===== config.mk =====
export PLATFORM = sky130hd
export DESIGN_NAME = lsu_mem_if
export DESIGN_NICKNAME = d
export VERILOG_FILES = /design/src/rtl/lsu_mem_if.sv
export SDC_FILE = /design/constraint.sdc
export NUM_CORES = 1
export LEC_CHECK = 0
export CAP_MARGIN = 25
export CORE_MARGIN = 1
export CORE_UTILIZATION = 40
export CTS_CLUSTER_DIAMETER = 100
export DETAILED_ROUTE_END_ITERATION = 12
export GPL_TIMING_DRIVEN = 1
export PLACE_DENSITY = 0.73
export SETUP_SLACK_MARGIN = 0.5
export SKIP_LAST_GASP = 1
export SLEW_MARGIN = 10
export SYNTH_ARGS = -nofsm -noshare
export SYNTH_HDL_FRONTEND = slang
export SYNTH_SLANG_ARGS = --single-unit

===== constraint.sdc =====
create_clock -name clk -period 3.7 [get_ports clk]
set_input_delay 0.37 -clock clk [delete_from_list [all_inputs] [get_ports clk]]
set_output_delay 0.37 -clock clk [all_outputs]
set_load 0.01 [all_outputs]

===== src/rtl/lsu_mem_if.sv =====
// lsu_mem_if: RV32I load/store unit that sits between the core datapath and a word-wide data memory
// using a req/ack handshake. It generates the byte enables and the lane-replicated store data, and it
// sign- or zero-extends load results. It holds the core stalled until the memory responds. It flags
// a misaligned access or an illegal funct3 as a fault, and it aborts an access that gets no ack
// within TIMEOUT cycles.
//  clk, reset                       clock and asynchronous active-high reset
//  ls_valid/we/funct3/addr/wdata    access request from the core, held while ls_stall=1
//  ls_stall                         core must hold PC/inputs and suppress regfile write
//  ls_rdata, ls_done                extended load result (0 for stores) with one-cycle completion pulse
//  ls_fault, ls_timeout             one-cycle error pulses
//  mem_req/we/addr/be/wdata         word-aligned memory request, held until mem_ack
//  mem_ack, mem_rdata               memory completion and read word
module lsu_mem_if #(
   parameter int unsigned TIMEOUT = 15
) (
   input  logic        clk,
   input  logic        reset,
   input  logic        ls_valid,
   input  logic        ls_we,
   input  logic [2:0]  ls_funct3,
   input  logic [31:0] ls_addr,
   input  logic [31:0] ls_wdata,
   output logic        ls_stall,
   output logic [31:0] ls_rdata,
   output logic        ls_done,
   output logic        ls_fault,
   output logic        ls_timeout,
   output logic        mem_req,
   output logic        mem_we,
   output logic [31:0] mem_addr,
   output logic [3:0]  mem_be,
   output logic [31:0] mem_wdata,
   input  logic        mem_ack,
   input  logic [31:0] mem_rdata
);
   typedef enum logic [1:0] {IDLE, REQ, DONE, ERR} state_t;
   localparam logic [7:0] LAST = 8'(TIMEOUT - 1);
   state_t      state;
   logic [7:0]  cnt;
   logic [2:0]  f3_q;
   logic [1:0]  off_q;
   logic        fault;
   logic [3:0]  be;
   logic [31:0] wdata;
   logic [7:0]  rb;
   logic [15:0] rh;
   logic [31:0] ext;
   always_comb begin
      fault = (ls_funct3[1:0] == 2'b11) || (ls_funct3 == 3'b110) || (ls_we && ls_funct3[2]) ||
              (ls_funct3[1:0] == 2'b01 && ls_addr[0]) ||
              (ls_funct3[1:0] == 2'b10 && ls_addr[1:0] != 2'b00);
      be    = !ls_we ? 4'hF :
              ls_funct3[1:0] == 2'b00 ? 4'b0001 << ls_addr[1:0] :
              ls_funct3[1:0] == 2'b01 ? 4'b0011 << ls_addr[1:0] : 4'hF;
      wdata = ls_funct3[1:0] == 2'b00 ? {4{ls_wdata[7:0]}} :
              ls_funct3[1:0] == 2'b01 ? {2{ls_wdata[15:0]}} : ls_wdata;
      rb    = mem_rdata[{off_q, 3'b000} +: 8];
      rh    = off_q[1] ? mem_rdata[31:16] : mem_rdata[15:0];
      // funct3[2] marks the unsigned variants, so it suppresses the sign fill
      ext   = f3_q[1:0] == 2'b00 ? {{24{rb[7] & ~f3_q[2]}}, rb} :
              f3_q[1:0] == 2'b01 ? {{16{rh[15] & ~f3_q[2]}}, rh} : mem_rdata;
   end
   // The stall and the fault must act in the same cycle the request is presented, so they are
   // combinational. Gating them with reset keeps every output low while reset is asserted.
   assign ls_stall = ~reset & ((state == IDLE & ls_valid & ~fault) | state == REQ);
   assign ls_fault = ~reset & state == IDLE & ls_valid & fault;
   always_ff @(posedge clk or posedge reset)
      if (reset) begin
         state      <= IDLE;
         cnt        <= '0;
         f3_q       <= '0;
         off_q      <= '0;
         mem_req    <= 1'b0;
         mem_we     <= 1'b0;
         mem_addr   <= '0;
         mem_be     <= '0;
         mem_wdata  <= '0;
         ls_done    <= 1'b0;
         ls_timeout <= 1'b0;
         ls_rdata   <= '0;
      end else begin
         ls_done    <= 1'b0;
         ls_timeout <= 1'b0;
         ls_rdata   <= '0;
         case (state)
            IDLE:
               if (ls_valid && !fault) begin
                  state     <= REQ;
                  cnt       <= '0;
                  mem_req   <= 1'b1;
                  mem_we    <= ls_we;
                  mem_addr  <= {ls_addr[31:2], 2'b00};
                  mem_be    <= be;
                  mem_wdata <= wdata;
                  f3_q      <= ls_funct3;
                  off_q     <= ls_addr[1:0];
               end
            // An ack takes priority over the timeout, even in the final allowed cycle.
            REQ:
               if (mem_ack) begin
                  state    <= DONE;
                  mem_req  <= 1'b0;
                  ls_done  <= 1'b1;
                  ls_rdata <= mem_we ? '0 : ext;
               end else if (cnt == LAST) begin
                  state      <= ERR;
                  mem_req    <= 1'b0;
                  ls_timeout <= 1'b1;
               end else begin
                  cnt <= cnt + 8'd1;
               end
            default: state <= IDLE;
         endcase
      end
endmodule


==> results.cfg <==
[detailed_routing]
via_per_inst = 5.11
drt_iter0_drc = 296
drt-pass1-iter-count = 4
routedLengthMet1_um = 5780
vias = 4335
wl_met3_um = 1030
remaining_drc_errors = 0
wl_per_cell_um = 16.8
ant_nets = 0
postRouteWirelength_um = 14300
wl_met2_um = 6930
top_layer = met4

[sta]
worst_pin_slew_ns = 0.872
final.period_utilization_pct = 77.0
finalHoldViolations = 0
finalClockSkew_ns = 0.00786
rsz0062_at_grt = false
finalMaxSlewViolations = 0
fmax_mhz = 351
setup-violations-final = 0
timing.setup.tns_ns = 0
min_period_ns = 2.85
slew-limit-headroom_pct = 41.8
whs_ns = 0.501

[worst_setup_path]
crit_path_end_kind = output pin
slowest_stage = clkdlybuf4s50_1
path_max_fanout = 4
cp-start-kind = input pin
r2r_setup_slack_ns = 1.44
path_cells = clkdlybuf4s50_1, inv_1, ha_1, nand2b_1, a221oi_2, nand3_1, a21oi_1, clkdlybuf4s50_1
cpPeakStageDelay_ns = 0.55
crit_top_cell = clkdlybuf4s50_1
critPathKind = in -> out
worstPathArrival_ns = 2.48
required_ns = 3.33

[synthesis]
synth_most_common_cell = dfrtp_1
synth_flop_cell = dfrtp_1
yosys.area.top_type = dfrtp_1
yosysUniqueCellTypes = 46
syn_avg_cell_area_um2 = 11.9
ys_warn_count = 0
async_flop_share_pct = 100
syn_inst = 454
synth_area_um2 = 5410
netlist_top_cells_count = dfrtp_1 (117), mux2_2 (55), o21ai_0 (49)
synth_edf_count = 0
yosysSeqAreaShare_pct = 54.1
yosysTopAreaCellShare_pct = 54.1
ys_ff_latch = 117
synthTopCellsByArea = dfrtp_1 (54%), mux2_2 (11%), mux2i_1 (5.9%)

[die]
std_cell_rows = 42
core_area_um2 = 13200
dieWidth_um = 118
die_h_um = 118
io_pins = 210
start_util_pct = 40.9
fp.dieArea_um2 = 14000

[global_route]
grt_pass1_vias = 4588
grt_pass1_wl_um = 23500
grt-ovfl-total = 0
grtUsageTotal_pct = 21.8
grt_max_degree = 48
antenna_found_initial = 0

[outcome]
status = finished, final reports clean

[finish]
drive_above_1_share_pct = 15.3
area_delta_synth_final_pct = 50.9
diodes = 0
final_nets = 771

[clock_tree]
post_cts_buffers = 0
cts_tree = yes
h-tree-depth = 4
cts_made_buffers = 17
clk_latency_ns = 0.41
clk_pin_slew_ns = 0.05
clkSinkCount = 117
clk_path_buf_depth = 2
clockRootBuffer = clkbuf_16

[place]
io_buffers = 207
place_congestion = 0.819
dp_hpwl_um = 10400

[power]
p_per_area_nw_per_um2 = 555
power.leakage_nw = 3.53
ir_drop_uv = 297

[job]
drv_cap = 0

[worst_hold_path]
hold_path_class = reg -> reg
-- power breakdown --
| group | switching (mW) | internal (mW) |
|---|---|---|
| logic | 0.551 | 0.818 |
| clock network | 0.539 | 0.860 |
| registers | 0.201 | 1.56 |
| total | 1.29 | 3.24 |
-- per-layer routing --
metal / up-vias / track usage, %
met5: - / 0
met4: 0 / 12.3
met3: 42 / 6.76
met2: 172 / 35.4
met1: 2099 / 25.7
li1: 2022 / -
-- worst max-delay path: cells and delay by family --
family	cells	cell delay, ns
AOI/OAI and AO/OA	2	0.51
adders and majority gates	1	0.18
buffers and inverters	3	1.17
and+or+nand+nor	2	0.24
-- registers in the layout, summed over array words and instances (netlist names) --
| signal | count |
|---|---|
| ls_rdata | 32 |
| mem_be | 4 |
| cnt | 8 |
| f3_q | 3 |
| state | 2 |
| ls_timeout | 1 |
| mem_req | 1 |
| mem_addr | 30 |
| off_q | 2 |
| ls_done | 1 |
| mem_we | 1 |
| mem_wdata | 32 |
-- cells in the final DEF, fill, tap and decap left out, drive strengths merged, types with 19 or more instances in the layout --
master         count
inv               22
nor2              20
mux2              55
clkdlybuf4s50    207
mux2i             32
dfrtp            117
o21ai             49
clkbuf            25
a21oi             19
nand2             32
-- through the flow --
stage / util [%] / setup WS [ns] / instance area, µm² / power, mW / std cells
floorplan: - / 1.76 / 5420 / 2.37 / 455
finish: 61.7 / 0.852 / 8170 / 4.53 / 849
global route: 61.7 / 0.657 / 8170 / 4.76 / 849
CTS: 61.6 / 0.703 / 8160 / 4.58 / 849
detailed placement: 57.9 / 0.714 / 7670 / 3.16 / 818
global placement: 57.9 / 0.764 / 7670 / 3.12 / 818
-- area by class of cell --
class	count	area, µm²
clock buffer	25	465
clock inverter	6	30.0
fill	1078	5070
inverter	23	90.1
multi-input combinational	285	2260
sequential	117	2930
tap	176	220
timing repair buffer	217	2170
-- what timing repair did --
item / in CTS / in global routing
endpoints found under the setup margin: 0 / 1
resized for setup: 0 / 1
hold buffers: 0 / 0
-- kinds of logic (layout without fill, tap and decap cells) --
| family | Yosys count | in the layout | share of synthesized area [%] |
|---|---|---|---|
| muxes | 95 | 95 | 21.1 |
| adders and majority gates | 6 | 6 | 1.39 |
| buffers and inverters | 53 | 271 | 4.37 |
| other | 1 | 2 | 0.0693 |
| DFF | 117 | 117 | 54.1 |
| and+or+nand+nor | 82 | 82 | 7.82 |
| xor gates and xnor gates | 5 | 5 | 0.809 |
| AOI/OAI and AO/OA | 95 | 95 | 10.3 |
-- path summary, 6_finish.rpt --
kind                                      start                     end  cells past startpoint
min in group asynchronous                 reset   ls_rdata[0]$_DFF_PP0_                      2
hold reg to reg            state[1]$_DFFE_PP0P_    state[0]$_DFFE_PP0P_                      1
hold / removal             state[1]$_DFFE_PP0P_    state[0]$_DFFE_PP0P_                      1
setup reg to reg           off_q[0]$_DFFE_PP0P_  ls_rdata[29]$_DFF_PP0_                      4
max in group asynchronous                 reset  ls_rdata[14]$_DFF_PP0_                      3
setup / recovery                     ls_addr[0]                ls_stall                      8
Note: power is estimated with default switching activity, not from simulation.
